--- src/rtl/ddmtd_lock_sequencer_if.sv ---
// ----------------------------------------------------------------------------
// ddmtd_lock_sequencer_if
// Control/status bundle between the DDMTD lock sequencer and its surroundings.
//
// Signals
//   ena          block enable (0 freezes the sequencer)
//   start        begin acquisition (level)
//   stop         abort to IDLE
//   phase_valid  one-cycle measurement strobe
//   phase_err    signed phase error, ERR_W bits, valid with phase_valid
//   sel_close    loop closed on internal helper
//   lf_clear     loop-filter integrator clear
//   kp_sel       P gain select
//   ki_sel       I gain select
//   locked       high in TRACK
//   fail         high in FAIL
//   lock_lost    sticky loss-of-lock flag
//   state        current sequencer state code
//
// Modports
//   master  drives the control inputs, observes status (host / bench side)
//   slave   the sequencer itself
// ----------------------------------------------------------------------------
interface ddmtd_lock_sequencer_if #(
    parameter int ERR_W = 16
);
    logic                    ena;
    logic                    start;
    logic                    stop;
    logic                    phase_valid;
    logic signed [ERR_W-1:0] phase_err;

    logic                    sel_close;
    logic                    lf_clear;
    logic [1:0]              kp_sel;
    logic [1:0]              ki_sel;
    logic                    locked;
    logic                    fail;
    logic                    lock_lost;
    logic [2:0]              state;

    modport master (
        output ena, start, stop, phase_valid, phase_err,
        input  sel_close, lf_clear, kp_sel, ki_sel, locked, fail, lock_lost, state
    );

    modport slave (
        input  ena, start, stop, phase_valid, phase_err,
        output sel_close, lf_clear, kp_sel, ki_sel, locked, fail, lock_lost, state
    );
endinterface

--- src/rtl/ddmtd_lock_sequencer.sv ---
// ----------------------------------------------------------------------------
// ddmtd_lock_sequencer
// Acquisition/tracking controller for the DDMTD helper-PLL loop. Clears the
// loop filter, closes the loop with acquisition gains, switches to tracking
// gains once the phase error stays inside the acquisition window, and falls
// back to acquisition when the error leaves the tracking window.
//
// Ports
//   clk   system clock
//   rst   synchronous reset, active-high (wins over ena=0)
//   bus   ddmtd_lock_sequencer_if.slave
//           in : ena, start, stop, phase_valid, phase_err
//           out: sel_close, lf_clear, kp_sel, ki_sel, locked, fail,
//                lock_lost, state
//
// Optional feature
//   LOCK_WDOG_EN  when defined, adds a strobe watchdog: WDOG_CYC cycles in
//                 ACQ or TRACK without phase_valid count as a failed attempt
//                 and send the loop back through CLEAR. The WDOG_CYC
//                 parameter only exists in that build.
// ----------------------------------------------------------------------------
// state | meaning
// ------+---------------------------------------------------------------
// IDLE  | loop open, gains 00, waiting for start
// CLEAR | loop open, lf_clear held for CLEAR_CYC cycles
// ACQ   | loop closed, acquisition gains, counting in-window samples
// TRACK | loop closed, tracking gains, locked=1, counting bad samples
// FAIL  | loop open, fail=1 after MAX_RETRY timed-out attempts
// ----------------------------------------------------------------------------
module ddmtd_lock_sequencer #(
    parameter int         ERR_W       = 16,
    parameter int         CLEAR_CYC   = 16,
    parameter int         ACQ_TOL     = 256,
    parameter int         TRK_TOL     = 64,
    parameter int         LOCK_CNT    = 8,
    parameter int         UNLOCK_CNT  = 4,
    parameter int         ACQ_TIMEOUT = 1024,
    parameter int         MAX_RETRY   = 3,
    parameter logic [1:0] ACQ_KP      = 2'b11,
    parameter logic [1:0] ACQ_KI      = 2'b10,
    parameter logic [1:0] TRK_KP      = 2'b01,
    parameter logic [1:0] TRK_KI      = 2'b00
`ifdef LOCK_WDOG_EN
    ,
    parameter int         WDOG_CYC    = 65535
`endif
) (
    input  logic                  clk,
    input  logic                  rst,
    ddmtd_lock_sequencer_if.slave bus
);

    typedef enum logic [2:0] {
        ST_IDLE  = 3'd0,
        ST_CLEAR = 3'd1,
        ST_ACQ   = 3'd2,
        ST_TRACK = 3'd3,
        ST_FAIL  = 3'd4
    } state_t;

    localparam int OK_W   = $clog2(LOCK_CNT + 1);
    localparam int BAD_W  = $clog2(UNLOCK_CNT + 1);
    localparam int SAMP_W = $clog2(ACQ_TIMEOUT + 1);
    localparam int RTY_W  = $clog2(MAX_RETRY + 1);
    localparam int CLR_W  = (CLEAR_CYC > 1) ? $clog2(CLEAR_CYC) : 1;

    localparam logic [OK_W-1:0]   LOCK_V  = OK_W'(LOCK_CNT);
    localparam logic [BAD_W-1:0]  UNL_V   = BAD_W'(UNLOCK_CNT);
    localparam logic [SAMP_W-1:0] SAMP_V  = SAMP_W'(ACQ_TIMEOUT);
    localparam logic [RTY_W-1:0]  RTY_V   = RTY_W'(MAX_RETRY);
    // CLEAR timer counts down to zero; the terminal cycle is the last one
    // with lf_clear asserted, giving exactly CLEAR_CYC cycles in CLEAR.
    localparam logic [CLR_W-1:0]  CLR_LD  = CLR_W'(CLEAR_CYC - 1);

    localparam logic [ERR_W-1:0]  ERR_MIN = {1'b1, {(ERR_W-1){1'b0}}};
    localparam logic [ERR_W-1:0]  ERR_MAX = {1'b0, {(ERR_W-1){1'b1}}};
    localparam logic [ERR_W-1:0]  ACQ_TOL_V = ERR_W'(ACQ_TOL);
    localparam logic [ERR_W-1:0]  TRK_TOL_V = ERR_W'(TRK_TOL);

`ifdef LOCK_WDOG_EN
    localparam int                WDG_W  = (WDOG_CYC > 1) ? $clog2(WDOG_CYC) : 1;
    localparam logic [WDG_W-1:0]  WDG_LD = WDG_W'(WDOG_CYC - 1);
`endif

    state_t              state_q,  state_nxt;
    logic [OK_W-1:0]     ok_q,     ok_nxt,    ok_inc;
    logic [BAD_W-1:0]    bad_q,    bad_nxt,   bad_inc;
    logic [SAMP_W-1:0]   samp_q,   samp_nxt,  samp_inc;
    logic [RTY_W-1:0]    retry_q,  retry_nxt, retry_inc;
    logic [CLR_W-1:0]    clr_q,    clr_nxt;
    logic                lost_q,   lost_nxt;
`ifdef LOCK_WDOG_EN
    logic [WDG_W-1:0]    wdog_q,   wdog_nxt;
`endif

    logic                sel_close_q, sel_close_nxt;
    logic                lf_clear_q,  lf_clear_nxt;
    logic [1:0]          kp_q,        kp_nxt;
    logic [1:0]          ki_q,        ki_nxt;
    logic                locked_q,    locked_nxt;
    logic                fail_q,      fail_nxt;

    logic [ERR_W-1:0]    err_raw;
    logic [ERR_W-1:0]    err_abs;
    logic                in_acq;
    logic                in_trk;

    // Magnitude in ERR_W bits; the most negative code has no positive
    // counterpart and is clamped to the largest positive value.
    assign err_raw = bus.phase_err;

    always_comb begin
        if (err_raw == ERR_MIN) begin
            err_abs = ERR_MAX;
        end else if (err_raw[ERR_W-1]) begin
            err_abs = -err_raw;
        end else begin
            err_abs = err_raw;
        end
    end

    assign in_acq = (err_abs <= ACQ_TOL_V);
    assign in_trk = (err_abs <= TRK_TOL_V);

    // Saturating increments.
    assign ok_inc    = (ok_q    == LOCK_V) ? ok_q    : ok_q    + OK_W'(1);
    assign bad_inc   = (bad_q   == UNL_V)  ? bad_q   : bad_q   + BAD_W'(1);
    assign samp_inc  = (samp_q  == SAMP_V) ? samp_q  : samp_q  + SAMP_W'(1);
    assign retry_inc = (retry_q == RTY_V)  ? retry_q : retry_q + RTY_W'(1);

    // ------------------------------------------------------------------
    // Next-state, counter and output decode
    // ------------------------------------------------------------------
    always_comb begin
        state_nxt = state_q;
        ok_nxt    = ok_q;
        bad_nxt   = bad_q;
        samp_nxt  = samp_q;
        retry_nxt = retry_q;
        clr_nxt   = clr_q;
        lost_nxt  = lost_q;
`ifdef LOCK_WDOG_EN
        wdog_nxt  = wdog_q;
`endif

        case (state_q)
            ST_IDLE: begin
                if (bus.start && !bus.stop) begin
                    state_nxt = ST_CLEAR;
                    retry_nxt = '0;
                    lost_nxt  = 1'b0;
                end
            end

            ST_CLEAR: begin
                if (bus.stop) begin
                    state_nxt = ST_IDLE;
                end else if (clr_q == '0) begin
                    state_nxt = ST_ACQ;
                end else begin
                    clr_nxt = clr_q - CLR_W'(1);
                end
            end

            ST_ACQ: begin
                if (bus.stop) begin
                    state_nxt = ST_IDLE;
                end else if (bus.phase_valid) begin
                    ok_nxt   = in_acq ? ok_inc : '0;
                    samp_nxt = samp_inc;
                    // Lock is checked first so it wins over a coincident timeout.
                    if (in_acq && (ok_inc == LOCK_V)) begin
                        state_nxt = ST_TRACK;
                    end else if (samp_inc == SAMP_V) begin
                        retry_nxt = retry_inc;
                        state_nxt = (retry_inc == RTY_V) ? ST_FAIL : ST_CLEAR;
                    end
                end
`ifdef LOCK_WDOG_EN
                else if (wdog_q == '0) begin
                    retry_nxt = retry_inc;
                    state_nxt = (retry_inc == RTY_V) ? ST_FAIL : ST_CLEAR;
                end
`endif
            end

            ST_TRACK: begin
                if (bus.stop) begin
                    state_nxt = ST_IDLE;
                end else if (bus.phase_valid) begin
                    bad_nxt = in_trk ? '0 : bad_inc;
                    if (!in_trk && (bad_inc == UNL_V)) begin
                        state_nxt = ST_ACQ;
                        retry_nxt = '0;
                        lost_nxt  = 1'b1;
                    end
                end
`ifdef LOCK_WDOG_EN
                else if (wdog_q == '0) begin
                    retry_nxt = retry_inc;
                    lost_nxt  = 1'b1;
                    state_nxt = (retry_inc == RTY_V) ? ST_FAIL : ST_CLEAR;
                end
`endif
            end

            ST_FAIL: begin
                if (bus.stop) begin
                    state_nxt = ST_IDLE;
                end else if (bus.start) begin
                    state_nxt = ST_CLEAR;
                    retry_nxt = '0;
                    lost_nxt  = 1'b0;
                end
            end

            default: begin
                state_nxt = ST_IDLE;
            end
        endcase

`ifdef LOCK_WDOG_EN
        if (bus.phase_valid) begin
            wdog_nxt = WDG_LD;
        end else if ((state_q == ST_ACQ || state_q == ST_TRACK) && wdog_q != '0) begin
            wdog_nxt = wdog_q - WDG_W'(1);
        end
`endif

        // Every state entry starts the per-state counters afresh.
        if (state_nxt != state_q) begin
            ok_nxt   = '0;
            bad_nxt  = '0;
            samp_nxt = '0;
            clr_nxt  = CLR_LD;
`ifdef LOCK_WDOG_EN
            wdog_nxt = WDG_LD;
`endif
        end

        // Outputs are decoded from the next state and registered, so they
        // follow the causing input by exactly one cycle.
        sel_close_nxt = (state_nxt == ST_ACQ) || (state_nxt == ST_TRACK);
        lf_clear_nxt  = (state_nxt == ST_CLEAR);
        locked_nxt    = (state_nxt == ST_TRACK);
        fail_nxt      = (state_nxt == ST_FAIL);
        kp_nxt        = 2'b00;
        ki_nxt        = 2'b00;
        if (state_nxt == ST_ACQ) begin
            kp_nxt = ACQ_KP;
            ki_nxt = ACQ_KI;
        end else if (state_nxt == ST_TRACK) begin
            kp_nxt = TRK_KP;
            ki_nxt = TRK_KI;
        end
    end

    // ------------------------------------------------------------------
    // State, counter and output registers
    // ------------------------------------------------------------------
    always_ff @(posedge clk) begin
        if (rst) begin
            state_q     <= ST_IDLE;
            ok_q        <= '0;
            bad_q       <= '0;
            samp_q      <= '0;
            retry_q     <= '0;
            clr_q       <= '0;
            lost_q      <= 1'b0;
`ifdef LOCK_WDOG_EN
            wdog_q      <= '0;
`endif
            sel_close_q <= 1'b0;
            lf_clear_q  <= 1'b0;
            kp_q        <= 2'b00;
            ki_q        <= 2'b00;
            locked_q    <= 1'b0;
            fail_q      <= 1'b0;
        end else if (bus.ena) begin
            state_q     <= state_nxt;
            ok_q        <= ok_nxt;
            bad_q       <= bad_nxt;
            samp_q      <= samp_nxt;
            retry_q     <= retry_nxt;
            clr_q       <= clr_nxt;
            lost_q      <= lost_nxt;
`ifdef LOCK_WDOG_EN
            wdog_q      <= wdog_nxt;
`endif
            sel_close_q <= sel_close_nxt;
            lf_clear_q  <= lf_clear_nxt;
            kp_q        <= kp_nxt;
            ki_q        <= ki_nxt;
            locked_q    <= locked_nxt;
            fail_q      <= fail_nxt;
        end
    end

    assign bus.sel_close = sel_close_q;
    assign bus.lf_clear  = lf_clear_q;
    assign bus.kp_sel    = kp_q;
    assign bus.ki_sel    = ki_q;
    assign bus.locked    = locked_q;
    assign bus.fail      = fail_q;
    assign bus.lock_lost = lost_q;
    assign bus.state     = state_q;

endmodule

--- src/flat_wrapper.sv ---
// flat-port wrapper written by rule: the top's interface ports become plain ports
module ddmtd_lock_sequencer_flat 
#(
    parameter int         ERR_W       = 16,
    parameter int         CLEAR_CYC   = 16,
    parameter int         ACQ_TOL     = 256,
    parameter int         TRK_TOL     = 64,
    parameter int         LOCK_CNT    = 8,
    parameter int         UNLOCK_CNT  = 4,
    parameter int         ACQ_TIMEOUT = 1024,
    parameter int         MAX_RETRY   = 3,
    parameter logic [1:0] ACQ_KP      = 2'b11,
    parameter logic [1:0] ACQ_KI      = 2'b10,
    parameter logic [1:0] TRK_KP      = 2'b01,
    parameter logic [1:0] TRK_KI      = 2'b00

)
  (clk, rst, bus_ena, bus_start, bus_stop, bus_phase_valid, bus_phase_err, bus_sel_close, bus_lf_clear, bus_kp_sel, bus_ki_sel, bus_locked, bus_fail, bus_lock_lost, bus_state);
  ddmtd_lock_sequencer_if #(.ERR_W(ERR_W)) bus_i ();
  input  logic clk;
  input  logic rst;
  input wire logic [$bits(bus_i.ena)-1:0] bus_ena;
  input wire logic [$bits(bus_i.start)-1:0] bus_start;
  input wire logic [$bits(bus_i.stop)-1:0] bus_stop;
  input wire logic [$bits(bus_i.phase_valid)-1:0] bus_phase_valid;
  input wire logic [$bits(bus_i.phase_err)-1:0] bus_phase_err;
  output wire logic [$bits(bus_i.sel_close)-1:0] bus_sel_close;
  output wire logic [$bits(bus_i.lf_clear)-1:0] bus_lf_clear;
  output wire logic [$bits(bus_i.kp_sel)-1:0] bus_kp_sel;
  output wire logic [$bits(bus_i.ki_sel)-1:0] bus_ki_sel;
  output wire logic [$bits(bus_i.locked)-1:0] bus_locked;
  output wire logic [$bits(bus_i.fail)-1:0] bus_fail;
  output wire logic [$bits(bus_i.lock_lost)-1:0] bus_lock_lost;
  output wire logic [$bits(bus_i.state)-1:0] bus_state;
  assign bus_i.ena = bus_ena;
  assign bus_i.start = bus_start;
  assign bus_i.stop = bus_stop;
  assign bus_i.phase_valid = bus_phase_valid;
  assign bus_i.phase_err = bus_phase_err;
  assign bus_sel_close = bus_i.sel_close;
  assign bus_lf_clear = bus_i.lf_clear;
  assign bus_kp_sel = bus_i.kp_sel;
  assign bus_ki_sel = bus_i.ki_sel;
  assign bus_locked = bus_i.locked;
  assign bus_fail = bus_i.fail;
  assign bus_lock_lost = bus_i.lock_lost;
  assign bus_state = bus_i.state;
  ddmtd_lock_sequencer #(.ERR_W(ERR_W), .CLEAR_CYC(CLEAR_CYC), .ACQ_TOL(ACQ_TOL), .TRK_TOL(TRK_TOL), .LOCK_CNT(LOCK_CNT), .UNLOCK_CNT(UNLOCK_CNT), .ACQ_TIMEOUT(ACQ_TIMEOUT), .MAX_RETRY(MAX_RETRY), .ACQ_KP(ACQ_KP), .ACQ_KI(ACQ_KI), .TRK_KP(TRK_KP), .TRK_KI(TRK_KI)) u_core (.clk(clk), .rst(rst), .bus(bus_i));
endmodule
--- config.mk ---
export PLATFORM = sky130hd
export DESIGN_NAME = ddmtd_lock_sequencer_flat
export DESIGN_NICKNAME = d
export VERILOG_FILES = /design/src/rtl/ddmtd_lock_sequencer_if.sv /design/src/rtl/ddmtd_lock_sequencer.sv /design/src/flat_wrapper.sv
export SDC_FILE = /design/constraint.sdc
export NUM_CORES = 1
export LEC_CHECK = 0
export ABC_CLOCK_PERIOD_IN_PS = 3450
export CORE_UTILIZATION = 53
export CTS_CLUSTER_DIAMETER = 30
export DETAILED_ROUTE_END_ITERATION = 10
export GPL_TIMING_DRIVEN = 0
export PLACE_DENSITY = 0.77
export SYNTH_ARGS = -nofsm -noshare
export SYNTH_HDL_FRONTEND = slang
export SYNTH_SLANG_ARGS = --single-unit
--- constraint.sdc ---
create_clock -name clk -period 3.45 [get_ports clk]
set_clock_uncertainty 0.05 [all_clocks]
set_input_delay 0.345 -clock clk [delete_from_list [all_inputs] [get_ports clk]]
set_output_delay 0.345 -clock clk [all_outputs]
set_load 0.02 [all_outputs]
# Yosys cells after proc, flatten, opt, wreduce, memory -nomap -nowiden
# Index checks and enable logic that the tools add are counted.
op_classes:
  n_addsub: 6
  magnitude_cmp: 2
  eq_ne: 30
  mux: 59
  reduce_logical: 19
op_table:
  columns: ["op", "n"]
  rows:
  - ["$mux 3", 19]
  - ["$mux 11", 5]
  - ["$mux 4", 10]
  - ["$mux 16", 2]
  - ["$mux 2", 13]
  - ["$eq 11x11->1 const B", 2]
  - ["$eq 16x16->1 const B", 1]
  - ["$le 16x7->1 const B", 1]
  - ["$le 16x9->1 const B", 1]
  - ["$ne 2x2->1 const B", 8]
  - ["$neg 16->16", 1]
  - ["$pmux 3 s5", 1]
  - ["$eq 3x2->1 const B", 4]
  - ["$eq 3x3->1 const B", 4]
  - ["$reduce_and 12->1", 1]
  - ["$reduce_and 4->1", 3]
  - ["$add 11x1->11 const B", 1]
  - ["$eq 4x4->1 const B", 2]
  - ["$ne 2x1->1 const B", 4]
  - ["$pmux 2 s4", 1]
  - ["$reduce_and 8->1", 1]
  - ["$reduce_bool 2->1", 4]
  - ["$mux 1", 7]
  - ["$eq 3x1->1 const B", 2]
  - ["other kinds (14)", 18]
totals:
  regBits: 36
  in_bits: 22
  output_inout_bits: 12
  wordCells: 129

# Depth between registers and ports, before layout
# Gate-level depths: netlist of run 1.
logic_depth:
  ltp_word: 13
  ltp_mapped: 14
  ltp_nobuf: 12

# Worst setup path before layout of run 1
# No wires, ideal clock.
synth_timing:
  kind: "input-to-reg"
  start: "input bus_phase_err[0]"
  end: "register u_core.samp_q[9]"
  setup_time_ns: 0.069
  t_arrival_ns: 2.929
  required_ns: 3.331
  setup_slack_ns: 0.403
  cell_stages: 11
  cell_sequence: "inv_1 ha_1 or4_1 a21oi_1 a21oi_1 or3_4 o31ai_4 a31oi_4 a2111o_1 or4_1 o21ai_1"
synth_via:
  elab_chain_len: 13
  word_cells_on_any_way: 22
  cone_classes: "add/sub: 1; order compare: 2; eq/ne: 3; mux: 10; reduce/logical: 6"
synth_rtl:
  columns: ["item", "line_no", "source"]
  rows:
  - ["start: declaration", "flat_wrapper.sv:26", "input wire logic [$bits(bus_i.phase_err)-1:0] bus_phase_err;"]
  - ["$neg 16->16", "ddmtd_lock_sequencer.sv:116", "err_abs = -err_raw;"]
  - ["$mux 16", "ddmtd_lock_sequencer.sv:115", "end else if (err_raw[ERR_W-1]) begin"]
  - ["$mux 16 (*)", "ddmtd_lock_sequencer.sv:113", "if (err_raw == ERR_MIN) begin"]
  - ["$le 16x7->1", "ddmtd_lock_sequencer.sv:123", "assign in_trk = (err_abs <= TRK_TOL_V);"]
  - ["$logic_not 1->1", "ddmtd_lock_sequencer.sv:192", "if (!in_trk && (bad_inc == UNL_V)) begin"]
  - ["$logic_and 1x1->1", "ddmtd_lock_sequencer.sv:192", null]
  - ["$mux 3", "ddmtd_lock_sequencer.sv:192", null]
  - ["$mux 3", "ddmtd_lock_sequencer.sv:190", "end else if (bus.phase_valid) begin"]
  - ["$mux 3", "ddmtd_lock_sequencer.sv:188", "if (bus.stop) begin"]
  - ["$pmux 3 s5 (*)", "ddmtd_lock_sequencer.sv:146", "case (state_q)"]
  - ["$ne 3x3->1 (*)", "ddmtd_lock_sequencer.sv:231", "if (state_nxt != state_q) begin"]
  - ["$ne 2x1->1 (no source line) or $reduce_bool 2->1 (tied branches)", null, null]
  - ["$reduce_and 4->1 (no source line)", null, null]
  - ["end signal: assignment", "ddmtd_lock_sequencer.sv:283", "samp_q <= samp_nxt;"]
  - ["end: declaration", "ddmtd_lock_sequencer.sv:88", "logic [SAMP_W-1:0] samp_q, samp_nxt, samp_inc;"]
# Mark *: on every way between the ends. The rest lies on a longest branch, timed or not.
# A chain may end at the register's enable or synchronous reset.

# Worst setup path in the final report of run 1
layout_timing:
  start: "input bus_phase_err[5]"
  end: "register u_core.clr_q[0]"
layout_via:
  elab_chain_len: 13
  word_cells_on_any_way: 22
  cone_classes: "add/sub: 1; order compare: 2; eq/ne: 4; mux: 10; reduce/logical: 5"
layout_rtl:
  columns: ["item", "line_no", "source"]
  rows:
  - ["$neg 16->16", "ddmtd_lock_sequencer.sv:116", null]
  - ["$mux 16", "ddmtd_lock_sequencer.sv:115", null]
  - ["$mux 16 (*)", "ddmtd_lock_sequencer.sv:113", null]
  - ["$le 16x7->1", "ddmtd_lock_sequencer.sv:123", null]
  - ["$logic_not 1->1", "ddmtd_lock_sequencer.sv:192", null]
  - ["$logic_and 1x1->1", "ddmtd_lock_sequencer.sv:192", null]
  - ["$mux 3", "ddmtd_lock_sequencer.sv:192", null]
  - ["$mux 3", "ddmtd_lock_sequencer.sv:190", null]
  - ["$mux 3", "ddmtd_lock_sequencer.sv:188", null]
  - ["$pmux 3 s5 (*)", "ddmtd_lock_sequencer.sv:146", null]
  - ["$ne 3x3->1 (*)", "ddmtd_lock_sequencer.sv:231", null]
  - ["$ne 2x2->1 (no source line) (tied with other cells)", null, null]
  - ["$reduce_and 4->1 (no source line)", null, null]
  - ["end signal: assignment", "ddmtd_lock_sequencer.sv:285", "clr_q <= clr_nxt;"]
  - ["end: declaration", "ddmtd_lock_sequencer.sv:90", "logic [CLR_W-1:0] clr_q, clr_nxt;"]
# Marks and branches as above.

==> results of run 1 <==
cells by family after synthesis:
group           synth area share (%)
fa+ha+maj                       3.79
other cells                    0.142
flops                           25.0
buf+inv                         7.16
simple gates                    31.1
compound gates                  28.9
xor+xnor                        2.65
mux                             1.18
worst min-delay path: cells and delay by family (launching register included):
family	cells	cell delay, ns
compound gates	1	0.05
flops	1	0.31
simple gates	1	0.06
Yosys cell counts (all sizes together) (6+ instances only):
| cell | n | area (um2) |
|---|---|---|
| nor2 | 32 | 128 |
| ha | 8 | 100 |
| nand3 | 16 | 80.1 |
| dfxtp | 33 | 661 |
| or4 | 6 | 48.8 |
| nand2 | 35 | 131 |
| nor4 | 6 | 50.0 |
| o21ai | 26 | 130 |
| inv | 21 | 78.8 |
| a211oi | 7 | 52.6 |
| clkbuf | 7 | 36.3 |
| buf | 9 | 63.8 |
| a21oi | 28 | 140 |
| nor3 | 19 | 110 |
| or3 | 6 | 47.5 |
report_power, final:
part / switching [mW] / internal, mW / total [mW]
clock network: 0.168 / 0.216 / 0.384
registers: 0.00824 / 0.389 / 0.397
logic: 0.112 / 0.0849 / 0.197
per-layer routing:
layer,part of all wire (%),global-route usage [%],vias up
met5,0,0,-
met4,1.7,6.54,0
met3,5.3,5.66,23
met2,47,43.5,87
met1,46,32.1,1320
li1,-,-,1387
repair_timing:
action | CTS | global route
setup endpoints to repair | 21 | 24
pin swaps | 2 | 11
resized for setup | 8 | 26
buffers inserted | 2 | 5
cell type report:
class,count,area (um2),area share (%)
inverter,21,78.8,2.34
sequential,33,662,19.6
tap,67,83.8,2.49
clock inverter,3,46.3,1.37
multi-input combinational,280,1940,57.6
timing repair buffer,38,368,10.9
buffer,17,121,3.60
clock buffer,5,68.8,2.04
per-stage QoR:
stage | total power [mW] | cell area (um2)
3_5_place_dp | 0.579 | 3030
5_1_grt | 1.02 | 3370
2_1_floorplan | 0.513 | 2640
6_report | 0.979 | 3370
3_3_place_gp | 0.574 | 3030
4_1_cts | 0.962 | 3190
state kept, by name, indices dropped and copies added, names as in the netlist, 2 cells and up:
name and flops:
u_core.retry_q 2, u_core.samp_q 11, u_core.bus.state 3, u_core.ok_q 4, u_core.bad_q 3, u_core.clr_q 4
worst paths after layout:
check	startpoint	to	cells past startpoint
max	bus_phase_err[5]	u_core.clr_q[0]	13
min	u_core.bus.lf_clear	u_core.bus.lf_clear	2
max reg2reg	u_core.samp_q[0]	u_core.samp_q[3]	13
min reg2reg	u_core.bus.lf_clear	u_core.bus.lf_clear	2
==> results.sh, run 1 <==
export IMPL_outcome="finished clean"
export IMPL_drc_errors=0
export IMPL_clock_sinks=33
export IMPL_final_common_cell="nand2_1"
export IMPL_slew_limit_headroom_pct=62.6
export IMPL_routedWlPerCell_um=14.7
export IMPL_drt_total_wl_mm=6.82
export IMPL_grt_max_degree=13
export IMPL_setup_violations=0
export IMPL_crit_chain="clkdlybuf4s50_1, or4_4, buf_4, nor3_4, o21ai_0, a22o_2, a2111oi_4, a21oi_1, o21a_2, buf_8, nor2_2, nor2_2, o31a_1"
export IMPL_place_ws_ns=-0.538
export IMPL_io_pins=34
export IMPL_die_w_um=72.6
export IMPL_antenna_found_initial=0
export IMPL_worstSetupPathType="input pin to register"
export IMPL_grt_usage_pct=25.4
export IMPL_clk_latency_ns=0.30
export IMPL_period_needed_ns=3.36
export IMPL_io_buffers=31
export IMPL_syn_area_per_cell_um2=7.52
export IMPL_drive_gt1_share_pct=16.4
export IMPL_start_kind="input pin"
export IMPL_fin_crit_sh_pct=97.5
export IMPL_yosysWarnings=0
export IMPL_place_congestion=0.911
export IMPL_critPathMostFrequentCell="nor2_2"
export IMPL_grt_ovfl_total=0
export IMPL_ant_nets=0
export IMPL_syn_inst=351
export IMPL_dp_hpwl_mm=4.80
export IMPL_yosys_most_used_dff="dfxtp_1"
export IMPL_ys_ff_latch=33
export IMPL_report_final_slew_viol_count=0
export IMPL_synth_area_um2=2640
export IMPL_grt_pass1_vias=2372
export IMPL_critPathSlowestCell="clkdlybuf4s50_1"
export IMPL_clock_root_buffer="clkbuf_8"
export IMPL_die_area_um2=5270
export IMPL_dp_cells=449
export IMPL_worst_hold_path_type="register to register"
export IMPL_drtPass1Iterations=5
export IMPL_std_cell_rows=25
export IMPL_postLayoutCoreUtil_pct=70.9
export IMPL_htree_levels=2
export IMPL_grt_pass1_wl_mm=10.6
export IMPL_crit_buf_inv=3
export IMPL_cp_max_fo=10
export IMPL_syn_to_final_growth_pct=27.7
export IMPL_cts_hold_buf=0
export IMPL_max_vdd_ir_drop_mv=0.275
export IMPL_final_nets=426
export IMPL_fin_tns_setup_ns=0
export IMPL_whs_ns=0.413
export IMPL_final_cell_mix="nand2_1 (35), dfxtp_1 (32), a21oi_1 (28)"
export IMPL_worst_ep_required_time_ns=3.59
export IMPL_cts_buffers=5
export IMPL_synth_edff_count=0
export IMPL_die_y_um=72.6
export IMPL_power_density_nw_per_um2=290
export IMPL_final_hold_viol_count=0
export IMPL_cts_tree="built"
export IMPL_fill_cells=389
export IMPL_max_cap_violations=0
export IMPL_synthArstFlopShare_pct=0
export IMPL_drtIter0Drc=253
export IMPL_path_clk_slew_ns=0.07
export IMPL_critical_path_arrival_ns=3.51
export IMPL_p_leak_nw=1.21
export IMPL_yosysUniqueCellTypes=76
export IMPL_worstMarginPinSlew_ns=0.557
export IMPL_fmax_mhz=297
export IMPL_layout_setup_ws_ns=0.0863
export IMPL_initial_utilization_pct=55.5
export IMPL_fin_cells=464
export IMPL_rrSetupSlack_ns=0.18
export IMPL_via_count=2817
export IMPL_max_stage_delay_ns=0.49
export IMPL_core_um2=4750
export IMPL_crit_family="compound AO/OA/AOI/OAI gates"
export IMPL_ys_seq_area_share_pct=25.0
export IMPL_crit_path_end_kind="register"
export IMPL_synthesis_nets=381
export IMPL_diodes=0
export IMPL_viasPerCell=6.07
export IMPL_cts_path_max_buffers=2
Power figures use the tool's default switching activity.
==> run 2, diff against run 1 <==
--- a/config.mk
+++ b/config.mk
@@ -7,10 +7,11 @@
 export LEC_CHECK = 0
 export ABC_CLOCK_PERIOD_IN_PS = 3450
 export CORE_UTILIZATION = 53
-export CTS_CLUSTER_DIAMETER = 30
+export CTS_CLUSTER_DIAMETER = 100
 export DETAILED_ROUTE_END_ITERATION = 10
 export GPL_TIMING_DRIVEN = 0
 export PLACE_DENSITY = 0.77
+export SKIP_LAST_GASP = 1
 export SYNTH_ARGS = -nofsm -noshare
 export SYNTH_HDL_FRONTEND = slang
 export SYNTH_SLANG_ARGS = --single-unit
==> results of run 2 <==
No change in the layout: final DEF, timing and power equal those of run 1.
